File: config.mk
export PLATFORM = sky130hd
export DESIGN_NAME = bin_to_bcd_seq
export DESIGN_NICKNAME = d
export VERILOG_FILES = /design/src/rtl/bin_to_bcd_seq.sv
export SDC_FILE = /design/constraint.sdc
export NUM_CORES = 1
export LEC_CHECK = 0
export CORE_MARGIN = 5
export CORE_UTILIZATION = 50
export CTS_CLUSTER_SIZE = 20
export DETAILED_ROUTE_END_ITERATION = 12
export PLACE_DENSITY = 0.7
export SLEW_MARGIN = 25
export SYNTH_ARGS = -nofsm -noshare
export SYNTH_HDL_FRONTEND = slang
export SYNTH_SLANG_ARGS = --single-unit
File: constraint.sdc
create_clock -name clk -period 4.34 [get_ports clk]
set_input_delay 0.434 -clock clk [delete_from_list [all_inputs] [get_ports clk]]
set_output_delay 0.434 -clock clk [all_outputs]
set_load 0.05 [all_outputs]
File: src/rtl/bin_to_bcd_seq.sv
// Sequential binary-to-BCD converter (shift-and-add-3), one input bit per clock.
// A start in IDLE captures bin; bcd/overflow update together with the done pulse.
module bin_to_bcd_seq #(
    parameter int WIDTH  = 16,
    parameter int DIGITS = 5
) (
    input  logic                  clk,
    input  logic                  reset,
    input  logic                  start,
    input  logic [WIDTH-1:0]      bin,
    output logic                  busy,
    output logic                  done,
    output logic [4*DIGITS-1:0]   bcd,
    output logic                  overflow
);

    localparam int BW = 4 * DIGITS;
    localparam int CW = $clog2(WIDTH + 1);

    typedef enum logic [1:0] {
        IDLE   = 2'd0,
        SHIFT  = 2'd1,
        FINISH = 2'd2
    } state_t;

    state_t            state;
    state_t            state_next;
    logic [WIDTH-1:0]  shreg;
    logic [WIDTH-1:0]  shreg_shifted;
    logic [BW-1:0]     scratch;
    logic [BW-1:0]     adj;
    logic [BW-1:0]     scratch_shifted;
    logic              sticky;
    logic              sticky_next;
    logic [CW-1:0]     cnt;
    logic              last_bit;

    // Add-3 correction on every digit, then one combined left shift.
    always_comb begin
        // NOTE: every always_comb output gets a default first so no path infers a latch.
        adj = scratch;
        for (int d = 0; d < DIGITS; d++) begin
            if (scratch[4*d +: 4] >= 4'd5) begin
                adj[4*d +: 4] = scratch[4*d +: 4] + 4'd3;
            end
        end
        scratch_shifted = {adj[BW-2:0], shreg[WIDTH-1]};
        shreg_shifted   = {shreg[WIDTH-2:0], 1'b0};
        sticky_next     = sticky | adj[BW-1];
        last_bit        = (cnt == CW'(1));
    end

    always_comb begin
        state_next = state;
        busy       = (state != IDLE);
        done       = (state == FINISH);
        unique case (state)
            IDLE:    if (start)    state_next = SHIFT;
            SHIFT:   if (last_bit) state_next = FINISH;
            FINISH:  state_next = IDLE;
            default: state_next = IDLE;
        endcase
    end

    always_ff @(posedge clk) begin
        // NOTE: a small register set rather than a memory, so every element is reset explicitly.
        if (reset) begin
            state    <= IDLE;
            shreg    <= '0;
            scratch  <= '0;
            sticky   <= 1'b0;
            cnt      <= '0;
            bcd      <= '0;
            overflow <= 1'b0;
        end else begin
            // NOTE: non-blocking assignments so all registers see pre-edge values.
            state <= state_next;
            unique case (state)
                IDLE: begin
                    if (start) begin
                        shreg   <= bin;
                        scratch <= '0;
                        sticky  <= 1'b0;
                        cnt     <= CW'(WIDTH);
                    end
                end
                SHIFT: begin
                    shreg   <= shreg_shifted;
                    scratch <= scratch_shifted;
                    sticky  <= sticky_next;
                    cnt     <= cnt - CW'(1);
                    // Result lands on the edge into FINISH so it is valid during done.
                    if (last_bit) begin
                        bcd      <= scratch_shifted;
                        overflow <= sticky_next;
                    end
                end
                default: ;
            endcase
        end
    end

endmodule
# Word level (Yosys, flattened, before mapping)
# Index checks and enable logic that the tools add are counted.
[word_totals]
ram_bits = 0
memories = 0
inputBits = 19
latchBits = 0
reg_bits = 65
wordCells = 46
rom_bits = 0
[classes]
shift = 0
magnitude_cmp = 5
n_bitwise = 1
eq_ne = 5
mux = 16
div = 0
mul = 0
add_sub_neg = 6
reduce_logical = 6
[ops]
columns = ["operator", "n"]
rows = [
  ["one-hot mux 20 bit (2 select lines)", 1],
  ["one-hot mux 16 bit (2 select lines)", 1],
  ["adder 4 x 2 -> 4 bit, second input constant", 5],
  [">= comparator 4 x 3 -> 1 bit, second input constant", 5],
  ["two-way mux 20 bit", 1],
  ["two-way mux 4 bit", 5],
  ["two-way mux 16 bit", 1],
  ["one-hot mux 5 bit (2 select lines)", 1],
  ["AND reduction 2 bit", 3],
  ["== test 5 x 1 -> 1 bit, second input constant", 1],
  ["two-way mux 5 bit", 1],
  ["subtractor 5 x 1 -> 5 bit, second input constant", 1],
  ["two-way mux 2 bit", 2],
  ["!= test 2 bit, second input constant", 2],
  ["one-hot mux 2 bit (2 select lines)", 1],
  ["nonzero test 2 bit", 2],
  ["== test 2 x 1 -> 1 bit, second input constant", 1],
  ["== test 2 bit, second input constant", 1],
  ["logical NOT 2 bit", 1],
  ["one-hot mux 1 bit (2 select lines)", 1],
  ["two-way mux 1 bit", 1],
  ["bitwise OR 1 bit", 1],
]

# Longest topological paths before layout
# Gate-level depths: netlist (run 1).
[logic_depth]
ltp_word = 4
ltp_mapped = 8
mapped_depth_nobuf = 6

# Worst setup path before layout (run 1)
# OpenSTA, ideal clock, no wires.
[synth_path]
path_type = "reg2out"
start = "reg state[0]"
end = "out done"
arrival_time_ns = 1.452
n_path_buf = 3
stages_incl_launch_ff = 5
path_slack_ns = 2.454
path_cell_list = "dfxtp_1 -> buf_2 -> buf_2 -> buf_1 -> nor2_1"
[synth_between]
elab_chain_cells = 1
[synth_lines]
columns = ["item", "line", "source"]
rows = [
  ["start, declared", "26", "state_t state;"],
  ["start signal, assigned", "77", "state <= state_next;"],
  ["== test 2 bit", "56", "done = (state == FINISH);"],
  ["end, declared", "12", "output logic done,"],
]
# No other way between the ends.

# Final worst setup path (run 1)
[layout_path]
start = "reg state[1]"
end = "out done"
# The elaborated chain is that of the path after synthesis.

==> run_results.csv, run 1 <==
group,metric,value,unit
outcome,status,"complete, no violations",
min_path,min_from,"sticky",
routing,vias,2624,
placed_design,gp_congestion,0.7668,
cts,post_cts_resized,0,
setup_path,cp-end-kind,"output pin",
synthesis,synthFlopType,"dfxtp_1",
sta,period_minus_slack,2.968,ns
grt,grt_pass1_wl,11190,µm
finish,n_antenna_cell,0,
cts,htreeDepth,3,
synthesis,synthesis.nets,393,
grt,grt_max_degree,31,
floorplanning,start_util,51.47,%
synthesis,synthXorXnorAreaFrac,1.429,%
power_and_ir_drop,p_total,1.297,mW
synthesis,seq_area_frac_synth,42.45,%
routing,via_per_inst,5.536,
cts,cts_tree,"done",
sta,hold_ws,0.4598,ns
synthesis,synthTopCellsByCount,"nor2_1, dfxtp_1, a21oi_1",
setup_path,r2r_slack,1.90,ns
synthesis,async_reset_ff_share,0,%
sta,skew,0.007949,ns
floorplanning,num_rows,28,
routing,drtIter0Drc,147,
floorplanning,io_pins,42,
finish,finalNetCount,426,
cts,cts_buffer_depth,2,
grt,grt_use_total,18.42,%
run,cap_violations,0,
sta,worst_pin_slew,0.8263,ns
sta,slew_headroom,44.76,%
floorplanning,fp.dieH,88.30,µm
routing,drc_errors,0,
finish,syn_to_final_growth,19.67,%
placed_design,portBuffers,41,
routing,wl_per_cell,14.07,µm
sta,period_share,68.40,%
floorplanning,dieWidth,88.30,µm
setup_path,worst-path-max-fanout,22,
synthesis,syn-cell-area,0.003065,mm²
synthesis,synth-edff-count,0,
finish,drive_above_1_share,10.03,%
setup_path,crit_path_start_kind,"flop",
sta,slew_viol_final,0,
sta,hold_violations,0,
cts,postCtsSetupBuffers,0,
sta,setup_tns,0,ns
synthesis,synth_top_family_by_area,"compound AO/OA/AOI/OAI gates",
grt,gr-total-overflow,0,
cts,cts-root-buf,"clkbuf_8",
synthesis,synthMostInstantiatedCell,"nor2_1",
setup_path,startpoint,"state[1]",
cts,clock_latency,0.34,ns
setup_path,rr_worst_depth,5,
sta,clock.fmax,0.3369,GHz
power_and_ir_drop,power_leakage,1.311,nW
floorplanning,die_area,0.007797,mm²
placed_design,place_hpwl,4566,µm
synthesis,synthAdderAreaFrac,4.898,%
setup_path,arrival,2.53,ns
synthesis,synth_cell_type_count,41,
setup_path,crit_chain,"inv_1 > nor2_1 > clkdlybuf4s50_1",
synthesis,synth-seq-cells,65,
setup_path,worstSetupPathType,"flop to output pin",
sta,rsz0062_at_grt,"false",
cts,path_clk_slew,0.07,ns
cts,cts_sinks,65,
synthesis,synthMuxAreaShare,2.898,%
cts,cts_inserted_buffers,9,
synthesis,ys_warn_count,0,
sta,finalSetupViolations,0,
routing,wl,6670,µm
power_and_ir_drop,power_density,353.5,mW/mm²
grt,grt_pass1_vias,2425,
synthesis,synth_simple_gate_area_share,17.80,%
synthesis,postSynthCellCount,362,
synthesis,yosys-top-cells-area,"dfxtp_1, nor2_1, ha_1",
setup_path,r2r_start,"state[1]",
synthesis,synth_top_area_cell,"dfxtp_1",
routing,first_pass_iters,4,
min_path,hold_path.class,"flop to flop",
synthesis,syn_area_per_cell,8.468,µm²
power_and_ir_drop,irDropWorstVdd,0.2010,mV
grt,antenna_found_initial,0,
setup_path,crit_slowest_cell,"clkdlybuf4s50_1",
cts,cts-hold-fix-buffers,0,
floorplanning,core,0.005956,mm²
synthesis,synth_compound_area_share,24.16,%
setup_path,critPathRequiredTime,3.91,ns
min_path,whs_path_depth,2,
synthesis,synth.top_cell.area_share,42.45,%
routing,final_antenna_net_count,0,
setup_path,cpPeakStageDelay,0.82,ns
-- logic make-up (layout without fill, tap and decap cells) --
| kind of cell | after synthesis | after routing |
|---|---|---|
| AOI/OAI and AO/OA | 108 | 108 |
| xor gates and xnor gates | 5 | 5 |
| DFF | 65 | 65 |
| muxes | 8 | 8 |
| adders and majority gates | 12 | 12 |
| buffers and inverters | 42 | 79 |
| and+or+nand+nor | 122 | 122 |
-- final cells by class --
class | count | area, µm²
clock inverter | 3 | 40.04
inverter | 19 | 71.32
tap | 75 | 93.84
multi-input combinational | 255 | 1572
sequential | 65 | 1301
timing repair buffer | 45 | 435.4
fill | 534 | 2287
clock buffer | 12 | 155.1
-- worst max-delay path: cells and delay by family (launching register included) --
family        cells  cell delay (ns)
buf+inv           2             1.23
simple gates      1             0.18
flops             1             0.79
-- state kept, by name (all words and copies together) (netlist names) --
register  flops
sticky        1
bcd          20
cnt           5
overflow      1
state         2
shreg        16
scratch      20
-- report_power, final --
group	leakage, nW	switching (mW)	internal (mW)	total [mW]
combinational	0.680	0.0883	0.0632	0.152
sequential	0.529	0.0188	0.620	0.639
clock	0.102	0.215	0.292	0.506
-- metal layers --
layer	GRT usage, %	routed length, µm
met1	23.42	3085
met2	29.57	3171
met3	4.655	373
met4	8.104	40
met5	0	0
-- layout by cell type, fill, tap and decap left out, types with 8 or more instances in the layout --
master	count
nor3_1	11
clkbuf_8	11
inv_1	18
nor3b_1	9
nand2_1	20
o22ai_1	22
a211oi_2	8
dfxtp_1	65
nor2_1	69
o21ai_0	21
ha_1	12
a21oi_1	28
clkdlybuf4s50_1	40
-- worst paths after layout --
kind	endpoint
worst max register to register	overflow
worst min register to register	overflow
worst max-delay path	done
worst min-delay path	overflow
-- metrics by stage --
stage / instance area (µm²) / setup WS, ns / utilization (%) / instances
2_1_floorplan: 3065 / 2.454 / - / 362
3_3_place_gp: 3478 / 1.557 / 58.40 / 459
3_5_place_dp: 3478 / 1.495 / 58.40 / 459
4_1_cts: 3674 / 1.333 / 61.68 / 474
5_1_grt: 3669 / 1.184 / 61.60 / 474
6_report: 3669 / 1.372 / 61.60 / 474
Note: power is estimated with default switching activity, not from simulation.
==> run 2: changes to the inputs <==
CORE_UTILIZATION = 49   (was 50)
PLACE_DENSITY = 0.71   (was 0.7)
clock period = 2.7 ns   (was 4.34 ns; I/O delays follow)
==> run_results.csv, run 2 (synthesized netlist as in run 1, its figures left out) <==
group,metric,value,unit
outcome,status,"complete, no violations",
sta,fin_ws,0.3051,ns
routing,wl,6929,µm
cts,htreeDepth,3,
finish,syn_to_final_growth,20.65,%
finish,drive_above_1_share,10.92,%
floorplanning,num_rows,28,
power_and_ir_drop,irDropWorstVdd,0.3201,mV
sta,hold_violations,0,
routing,wl_per_cell,14.50,µm
power_and_ir_drop,power_leakage,1.331,nW
finish,finalNetCount,431,
power_and_ir_drop,swShare,25.72,%
floorplanning,die_area,0.007938,mm²
finish,fin_area,0.003699,mm²
floorplanning,start_util,51.17,%
sta,slew_headroom,58.83,%
routing,drc_errors,0,
cts,cts_sinks,65,
finish,largestRegisters,"bcd x20, scratch x20, shreg x16",
finish,stdcell_count,478,
floorplanning,fp.dieH,89.10,µm
setup_path,arrival,2.12,ns
setup_path,critPathRequiredTime,2.43,ns
setup_path,worstSetupPathType,"flop to output pin",
sta,skew,0.008454,ns
finish,fill_cells,545,
cts,cts-hold-fix-buffers,0,
cts,cts_inserted_buffers,9,
sta,period_minus_slack,2.395,ns
placed_design,dpl_worst_slack,0.5944,ns
grt,gr-total-overflow,0,
sta,slew_viol_final,0,
floorplanning,core,0.005991,mm²
cts,path_clk_slew,0.07,ns
routing,first_pass_iters,4,
cts,clock_latency,0.34,ns
sta,rsz0062_at_grt,"false",
power_and_ir_drop,p_comb_share,11.9,%
finish,layout_commonest_cell,"nor2_1",
power_and_ir_drop,p_seq_share,49.7,%
grt,grt_pass1_vias,2472,
power_and_ir_drop,internal_power,1.540,mW
cts,cts_buffer_depth,2,
cts,postCtsSetupBuffers,0,
routing,drtIter0Drc,161,
sta,finalSetupViolations,0,
sta,clock.fmax,0.4175,GHz
power_and_ir_drop,power_density,560.7,mW/mm²
finish,n_antenna_cell,0,
power_and_ir_drop,p_switching,0.5335,mW
cts,cts_tree,"done",
cts,cts-root-buf,"clkbuf_8",
cts,post_cts_resized,0,
power_and_ir_drop,power_frac_clock,38.4,%
floorplanning,io_pins,42,
sta,period_share,88.70,%
run,cap_violations,0,
sta,worst_pin_slew,0.6158,ns
routing,via_per_inst,5.565,
setup_path,crit_path_start_kind,"flop",
grt,grt_use_total,18.83,%
setup_path,worst-path-max-fanout,16,
grt,grt_max_degree,33,
placed_design,portBuffers,41,
placed_design,dp_cells,464,
floorplanning,dieWidth,89.10,µm
placed_design,place_hpwl,4760,µm
finish,final_core_util,61.74,%
grt,grt_pass1_wl,11550,µm
grt,antenna_found_initial,0,
routing,final_antenna_net_count,0,
placed_design,placed_area,0.003516,mm²
routing,vias,2660,
sta,setup_tns,0,ns
placed_design,gp_congestion,0.8081,
setup_path,cp-end-kind,"output pin",
min_path,hold_path.class,"flop to flop",
finish,layout_common_cells,"nor2_1, dfxtp_1, clkdlybuf4s50_1",
run 2: cell types whose count changed in the layout (fill, tap and decap cells not counted):
cell / change
clkbuf_8: -1
buf_4: +5
buf_2: -1
clkbuf_1: -1
clkinv_2: +1
clkdlybuf4s50_1: +1
run 2: final cells by class:
type / instances / area, µm² / area share, %
inverters: 19 / 71.32 / 1.928
repair buffers: 50 / 478.0 / 12.92
well taps: 75 / 93.84 / 2.537
multi-input cells: 255 / 1572 / 42.49
flip-flops and latches: 65 / 1301 / 35.18
clock inverters: 4 / 45.04 / 1.218
clock buffers: 10 / 137.6 / 3.721
run 2: final timing paths:
path | from | end | slack [ns] | depth (start not counted)
worst max-delay path | state[0] | busy | 0.31 | 3
worst min-delay path | sticky | overflow | 0.46 | 2
worst max register to register | cnt[0] | bcd[18] | 0.59 | 6
worst min register to register | sticky | overflow | 0.46 | 2
run 2: layer usage:
metal  GRT usage, %  wire length, µm  vias up  part of all wire, %
li1               -                -     1347                    -
met5              0                0        -                    0
met1          24.87             3245     1234                   47
met2          29.27             3226       66                   47
met4          8.931              125        0                  1.8
met3          4.055              332       13                  4.8
run 2: per-stage QoR:
step | power, mW | hold slack [ns]
3_3_place_gp | 1.295 | 0.4497
3_5_place_dp | 1.299 | 0.4630
2_1_floorplan | 1.219 | 0.4424
5_1_grt | 2.172 | 0.4934
6_report | 2.074 | 0.4644
4_1_cts | 2.089 | 0.4692
run 2: critical path, cell delays in order (launching register included):
cell and delay (ns):
dfxtp_1 0.67, inv_1 0.21, nand2_1 0.11, clkdlybuf4s50_1 0.80
run 2: power groups by stage:
| stage | Clock [mW] | Combinational (mW) | Sequential [mW] |
|---|---|---|---|
| floorplan | 0 | 0.162 | 1.06 |
| global placement | 0 | 0.244 | 1.05 |
| detailed placement | 0 | 0.247 | 1.05 |
| CTS | 0.810 | 0.248 | 1.03 |
| global route | 0.862 | 0.274 | 1.04 |
| finish | 0.796 | 0.247 | 1.03 |
